### src/rtl/multi_timer_control.sv
// N-channel timer core: counters, compare-match clearing, pairwise cascade,
// sticky event flags with interrupt gating, output-pin actions and ADC start.
module multi_timer_control #(
  parameter int BIT_WIDTH = 8,
  parameter int N_CH      = 2
) (
  input  logic                      clk,
  input  logic                      rst_n,
  input  logic [N_CH-1:0]           tick,
  input  logic [N_CH-1:0]           tmri,
  input  logic [N_CH*BIT_WIDTH-1:0] tcora,
  input  logic [N_CH*BIT_WIDTH-1:0] tcorb,
  input  logic [2*N_CH-1:0]         cclr,
  input  logic [4*N_CH-1:0]         os,
  input  logic [3*N_CH-1:0]         ie,
  input  logic [3*N_CH-1:0]         flag_clr,
  input  logic [N_CH/2-1:0]         cascade,
  input  logic                      adte,
  output logic [N_CH*BIT_WIDTH-1:0] tcnt,
  output logic [3*N_CH-1:0]         flags,
  output logic [N_CH-1:0]           cmia,
  output logic [N_CH-1:0]           cmib,
  output logic [N_CH-1:0]           ovi,
  output logic [N_CH-1:0]           tmo,
  output logic                      adc_request
);

  localparam int W  = BIT_WIDTH;
  localparam int NP = N_CH / 2;

  logic [N_CH-1:0] tmri_s1, tmri_s2, tmri_d, tmri_rise;
  logic [N_CH-1:0] eff_tick, match_a;
  logic [NP-1:0]   odd_ovf;

  function automatic logic cmp_clear(input logic t, input logic [W-1:0] cnt,
                                     input logic [W-1:0] cora, input logic [W-1:0] corb,
                                     input logic [1:0] sel);
    return t & (((sel == 2'b01) & (cnt == cora)) | ((sel == 2'b10) & (cnt == corb)));
  endfunction

  function automatic logic pin_action(input logic [1:0] act, input logic cur);
    case (act)
      2'b01:   return 1'b0;
      2'b10:   return 1'b1;
      2'b11:   return ~cur;
      default: return cur;
    endcase
  endfunction

  // tmri is asynchronous: two-flop synchroniser, then a third flop for edge detect
  always_ff @(posedge clk or negedge rst_n) begin
    if (!rst_n) begin
      tmri_s1 <= '0;
      tmri_s2 <= '0;
      tmri_d  <= '0;
    end else begin
      tmri_s1 <= tmri;
      tmri_s2 <= tmri_s1;
      tmri_d  <= tmri_s2;
    end
  end

  assign tmri_rise = tmri_s2 & ~tmri_d;

  // Odd-channel overflow is derived from raw inputs so the even channel's
  // cascaded tick has no combinational path back through its own logic.
  for (genvar k = 0; k < NP; k++) begin : g_pair
    localparam int O = 2 * k + 1;
    logic          o_tclr;
    assign o_tclr     = (cclr[2*O +: 2] == 2'b11) & tmri_rise[O];
    assign odd_ovf[k] = tick[O] & (&tcnt[O*W +: W]) & ~o_tclr
                      & ~cmp_clear(tick[O], tcnt[O*W +: W], tcora[O*W +: W],
                                   tcorb[O*W +: W], cclr[2*O +: 2]);
    assign eff_tick[O]   = tick[O];
    assign eff_tick[2*k] = cascade[k] ? odd_ovf[k] : tick[2*k];
  end

  for (genvar i = 0; i < N_CH; i++) begin : g_ch
    logic [W-1:0] cnt_q, cora, corb;
    logic [1:0]   sel, act_a, act_b;
    logic [2:0]   flg_q, flg_set;
    logic         tmo_q, mat_a, mat_b, tclr, cclr_hit, ovf_evt;

    assign cora     = tcora[i*W +: W];
    assign corb     = tcorb[i*W +: W];
    assign sel      = cclr[2*i +: 2];
    assign act_a    = os[4*i +: 2];
    assign act_b    = os[4*i+2 +: 2];
    assign mat_a    = eff_tick[i] & (cnt_q == cora);
    assign mat_b    = eff_tick[i] & (cnt_q == corb);
    assign tclr     = (sel == 2'b11) & tmri_rise[i];
    assign cclr_hit = cmp_clear(eff_tick[i], cnt_q, cora, corb, sel);
    assign ovf_evt  = eff_tick[i] & (&cnt_q) & ~cclr_hit & ~tclr;
    assign flg_set  = {ovf_evt, mat_b, mat_a};

    always_ff @(posedge clk or negedge rst_n) begin
      if (!rst_n) begin
        cnt_q <= '0;
        flg_q <= '0;
        tmo_q <= 1'b0;
      end else begin
        if (tclr || cclr_hit) cnt_q <= '0;
        else if (eff_tick[i]) cnt_q <= cnt_q + 1'b1;
        // a set in the same cycle as a clear pulse must survive
        flg_q <= flg_set | (flg_q & ~flag_clr[3*i +: 3]);
        if (mat_a && (act_a != 2'b00)) tmo_q <= pin_action(act_a, tmo_q);
        else if (mat_b)                tmo_q <= pin_action(act_b, tmo_q);
      end
    end

    assign tcnt[i*W +: W]   = cnt_q;
    assign flags[3*i +: 3]  = flg_q;
    assign cmia[i]          = flg_q[0] & ie[3*i];
    assign cmib[i]          = flg_q[1] & ie[3*i+1];
    assign ovi[i]           = flg_q[2] & ie[3*i+2];
    assign tmo[i]           = tmo_q;
    assign match_a[i]       = mat_a;
  end

  always_ff @(posedge clk or negedge rst_n) begin
    if (!rst_n) adc_request <= 1'b0;
    else        adc_request <= adte & match_a[0];
  end

endmodule

### config.mk
export PLATFORM = sky130hd
export DESIGN_NAME = multi_timer_control
export DESIGN_NICKNAME = d
export VERILOG_FILES = /design/src/rtl/multi_timer_control.sv
export SDC_FILE = /design/constraint.sdc
export NUM_CORES = 1
export LEC_CHECK = 0
export BUFFER_PORTS_ARGS = -buffer_cell sky130_fd_sc_hd__buf_2
export CAP_MARGIN = 15
export CORE_MARGIN = 2
export CORE_UTILIZATION = 35
export DETAILED_ROUTE_END_ITERATION = 10
export PLACE_DENSITY_LB_ADDON = 0.08
export SKIP_CTS_REPAIR_TIMING = 1
export SYNTH_ARGS = -nofsm -noshare
export SYNTH_HDL_FRONTEND = slang
export SYNTH_SLANG_ARGS = --single-unit
### constraint.sdc
create_clock -name clk -period 2.7 [get_ports clk]
set_input_delay 0.27 -clock clk [delete_from_list [all_inputs] [get_ports clk]]
set_output_delay 0.27 -clock clk [all_outputs]
set_load 0.03 [all_outputs]
### After elaboration in Yosys (flattened, before gate mapping)

Index checks and enable logic that the tools add are counted.

| operators by class | value |
|---|---|
| reduce and logical (&&, ||, !) cells | 16 |
| bitwise gates (word level) | 43 |
| add/subtract/negate cells | 2 |
| muxes and demuxes | 13 |
| equality and inequality tests | 24 |

Operators with widths:

| cell | count |
|---|---|
| $eq 8x8->1 | 4 |
| $mux 8 | 4 |
| $and 1x1->1 | 27 |
| $eq 2x2->1 const B | 12 |
| $add 8x1->8 const B | 2 |
| $reduce_and 8->1 | 2 |
| $eq 2x1->1 const B | 6 |
| $pmux 1 s3 | 4 |
| $reduce_bool 2->1 | 6 |
| $ne 4x1->1 const B | 2 |
| $reduce_bool 4->1 | 2 |
| $and 3x3->3 | 2 |
| $not 1->1 | 6 |
| $not 3->3 | 2 |
| $or 3x3->3 | 2 |
| $reduce_and 3->1 | 2 |
| $mux 1 | 5 |
| $and 2x2->2 | 1 |
| $logic_and 1x1->1 | 2 |
| $logic_or 1x1->1 | 2 |
| $not 2->2 | 1 |
| $or 1x1->1 | 2 |

| word-level totals | value |
|---|---|
| flip-flop bits (word level) | 31 |
| logic and storage cells | 108 |

### Longest topological paths before layout

| depth | value |
|---|---|
| depth in word-level cells | 12 |
| depth in mapped cells | 8 |
| mapped depth without buffers | 7 |

### Least setup slack after synthesis

Ideal clock, no wire load.

| timing | value |
|---|---|
| path type | register -> register |
| from | register g_ch[1].cnt_q[1] |
| to | register g_ch[0].cnt_q[5] |
| cell stages (with the launch flop) | 9 |
| required time | 2.579 ns |
| library setup time | 0.121 ns |
| path slack | 0.408 ns |
| arrival time | 2.172 ns |
| path through | dfrtp_1 > ha_1 > nand4_1 > or3_1 > a41o_1 > o31ai_4 > buf_6 > o22ai_1 > a22o_1 |

| on the way | value |
|---|---|
| word-level cells in the longest chain between the ends | 10 |
| elaborated cells on any way between the ends | 16 |

RTL lines:

| item | RTL line | text |
|---|---|---|
| start, declared | 79 | `logic [W-1:0] cnt_q, cora, corb;` |
| start signal, assigned | 103 | `else if (eff_tick[i]) cnt_q <= cnt_q + 1'b1;` |
| $eq 8x8->1 | 38 | `return t & (((sel == 2'b01) & (cnt == cora)) \| ((sel == 2'b10) & (cnt == corb)));` |
| $and 1x1->1 | 38 |  |
| $or 1x1->1 | 38 |  |
| $and 1x1->1 | 38 |  |
| $not 1->1 | 72 | `& ~cmp_clear(tick[O], tcnt[O*W +: W], tcora[O*W +: W],` |
| $and 1x1->1 (*) | 72 |  |
| $mux 1 (*) | 75 | `assign eff_tick[2*k] = cascade[k] ? odd_ovf[k] : tick[2*k];` |
| $and 1x1->1 | 38 |  |
| $logic_or 1x1->1 | 102 | `if (tclr \|\| cclr_hit) cnt_q <= '0;` |
| $mux 8 or $reduce_bool 2->1 (tied branches) | -- |  |
| end signal, assigned | 103 |  |
| end, declared | 79 |  |

Mark *: on every way between the ends. The rest lies on a longest branch, timed or not.
A chain may end at the register's enable or synchronous reset.

### Worst setup path after layout

| timing | value |
|---|---|
| from | register g_ch[1].cnt_q[1] |
| to | register g_ch[0].cnt_q[0] |

The elaborated chain is that of the path after synthesis.

==> metrics.cfg <==
[detailed_routing]
viasPerCell=4.76
drc=0
vias=1865
drt_iter0_drc=57
drt-pass1-iter-count=4
ant_nets=0
drt-total-wl_um=5060
wl_per_cell_um=12.9

[clock_tree]
cts_sinks=31
clock_latency_ns=0.28
htree_levels=2
clock_path_buffers=2
clk_pin_slew_ns=0.07
cts_tree=yes
cts_buffers=5
cts_root_buf=clkbuf_8

[status]
status=complete, no violations

[timing]
hold_viol_final=0
fin_crit_ns=2.31
setup_viol=0
fin_skew_ns=0.00999
worst_slew_pin_slew_ns=0.708
max_freq_mhz=433
finalMaxSlewViolations=0
holdWs_ns=0.0373
fin_crit_sh=0.855
rsz0062_at_grt=false
max_slew_margin=0.528
fin_tns_setup_ns=0

[logic_synthesis]
ys_warn_count=0
async_reset_ff_frac=1.00
synth_edf_count=0
synth_cells=219
syn_area_per_cell_um2=9.62
synthesis.area_mm2=0.00211
synthFlopType=dfrtp_1
synth-simple-area-share=0.220
synth_top_family_by_area=simple AND/OR/NAND/NOR gates
syn_nets=293
synth-xor-area-share=0.158
synth-compound-area-share=0.111
yosys.cell_types.count=44
synth_seq_cells=31
synthMuxAreaShare=0.0196
synth_seq_area_share=0.368
yosys.area_share.adder=0.0594

[cells_and_area]
drive_above_1_share=0.350
num_antenna_cells=0
final_cell_area_mm2=0.00272
area_growth_pct=29.3
postLayoutCoreUtil=0.465
fillers=604
final_cells=392
nNetsFinal=390

[setup_path]
critical_path_class=reg2reg
r2r_slack_ns=0.39
timing.critical_path.from=g_ch[1].cnt_q[1]
cp.required_ns=2.93
cp.arrival_ns=2.54
critPathMaxFanout=8
reg2reg_depth=8
r2r_start=g_ch[1].cnt_q[1]
worstSetupStartpointType=register
cp-end-kind=register
rr_endpoint=g_ch[0].cnt_q[0]

[grt]
grt_pass1_wl_um=7960
grt_pass1_vias=1763
gr-total-overflow=0
grt_max_degree=32
track_usage=0.157
antenna_found_initial=0

[floorplanning]
die_h_um=81.6
die_area_mm2=0.00665
row_count=28
floorplan.initialDensity=0.360
fp.coreArea_mm2=0.00585
ios=95
dieWidth_um=81.6

[pwr]
ir_worst_vdd_v=0.000425
p_per_area_mw_per_mm2=568
power.leakage_nw=1.46

[placed_design]
place.gp.congestion=0.838
numPortBuffers=94
place_area_mm2=0.00264
hpwl_um=3960
place_inst=384

[job]
drv_cap=0

[worst_hold_path]
hp-class=in2async

sequential cells by signal (all words and copies together) (netlist names):
name,flops
g_ch.cnt_q,16
g_ch.flg_q,6
g_ch.tmo_q,2
tmri_d,2
tmri_s1,2
tmri_s2,2
adc_request,1
cell usage after synthesis (2+ instances only):
| master | number | area [um^2] |
|---|---|---|
| and2b_1 | 3 | 22.5 |
| inv_1 | 16 | 60.1 |
| and4b_1 | 2 | 20.0 |
| ha_1 | 10 | 125 |
| nand4_1 | 9 | 56.3 |
| dfrtp_1 | 31 | 776 |
| buf_4 | 5 | 37.5 |
| a21oi_1 | 3 | 15.0 |
| buf_2 | 2 | 10.0 |
| nand2_1 | 12 | 45.0 |
| nand3_1 | 4 | 20.0 |
| xor2_1 | 19 | 166 |
| o22ai_1 | 8 | 50.1 |
| and3_1 | 7 | 43.8 |
| xnor2_1 | 19 | 166 |
| nand4b_1 | 2 | 17.5 |
| nor4_1 | 4 | 25.0 |
| nor3_1 | 3 | 15.0 |
| a22o_1 | 7 | 61.3 |
| buf_6 | 2 | 22.5 |
| nand2b_1 | 4 | 25.0 |
| and2_1 | 6 | 37.5 |
| o21ai_0 | 2 | 10.0 |
| nor2b_1 | 5 | 31.3 |
| mux2i_1 | 3 | 30.0 |
| nor2_1 | 13 | 48.8 |
routing by layer:
| layer | up-vias | routed length [um] | part of all wire | global-route usage |
|---|---|---|---|---|
| li1 | 960 | - | - | - |
| met1 | 850 | 2430 | 0.48 | 0.208 |
| met2 | 50 | 2320 | 0.46 | 0.248 |
| met3 | 5 | 253 | 0.050 | 0.0396 |
| met4 | 0 | 53 | 0.010 | 0.0525 |
| met5 | - | 0 | 0 | 0 |
metrics by stage:
| step | power (mW) | setup slack, ns |
|---|---|---|
| after floorplan | 1.04 | 0.408 |
| after global placement | 1.21 | 0.428 |
| after detailed placement | 1.21 | 0.383 |
| after CTS | 1.57 | 0.386 |
| after global routing | 1.66 | 0.199 |
| final | 1.55 | 0.391 |
layout make-up:
class,count,area (um^2),share of cell area
well taps,75,93.8,0.0345
multi-input cells,162,1200,0.439
clock inverters,1,5.00,0.00184
clock buffers,7,76.3,0.0280
flip-flops and latches,31,776,0.285
repair buffers,100,515,0.189
inverters,16,60.1,0.0221
layout by cell type (no fill, tap or decap), types with 2 or more instances in the layout:
cell type / synthesis / routed
a21oi_1: 3 / 3
a22o_1: 7 / 7
and2_1: 6 / 6
and2b_1: 3 / 3
and3_1: 7 / 7
and4b_1: 2 / 2
buf_2: 2 / 94
buf_4: 5 / 6
clkbuf_1: 1 / 2
clkbuf_8: 0 / 5
dfrtp_1: 31 / 31
ha_1: 10 / 10
inv_1: 16 / 16
mux2i_1: 3 / 3
nand2_1: 12 / 12
nand2b_1: 4 / 4
nand3_1: 4 / 4
nand4_1: 9 / 9
nand4b_1: 2 / 2
nor2_1: 13 / 13
nor2b_1: 5 / 5
nor3_1: 3 / 3
nor4_1: 4 / 4
o21ai_0: 2 / 2
o22ai_1: 8 / 8
xnor2_1: 19 / 19
xor2_1: 19 / 19
cell families after synthesis:
family | after synthesis
DFF | 31
AOI/OAI and AO/OA | 30
and+or+nand+nor | 80
buffers and inverters | 26
muxes | 4
xor gates and xnor gates | 38
adders and majority gates | 10
worst max-delay path: stages, from the launching register on:
cell     delay, ns
dfrtp_1       0.47
ha_1          0.24
nand4_1       0.12
or3_1         0.34
a41o_1        0.24
o31ai_4       0.18
buf_4         0.19
and2b_1       0.28
mux2_2        0.20
how the worst max path moves through the flow:
stage / endpoint / slack, ns
4_1_cts: g_ch[0].cnt_q[0] / 0.39
3_5_place_dp: g_ch[0].cnt_q[0] / 0.38
2_1_floorplan: g_ch[0].cnt_q[5] / 0.41
5_1_grt: g_ch[0].cnt_q[0] / 0.20
3_3_place_gp: g_ch[0].cnt_q[0] / 0.43
6_report: g_ch[0].cnt_q[0] / 0.39
where the power goes:
group	internal (mW)	switching, mW	leakage, nW
Sequential	0.529	0.126	0.407
Combinational	0.232	0.307	1.01
Clock	0.181	0.172	0.0422
(Power assumes the default switching activity.)
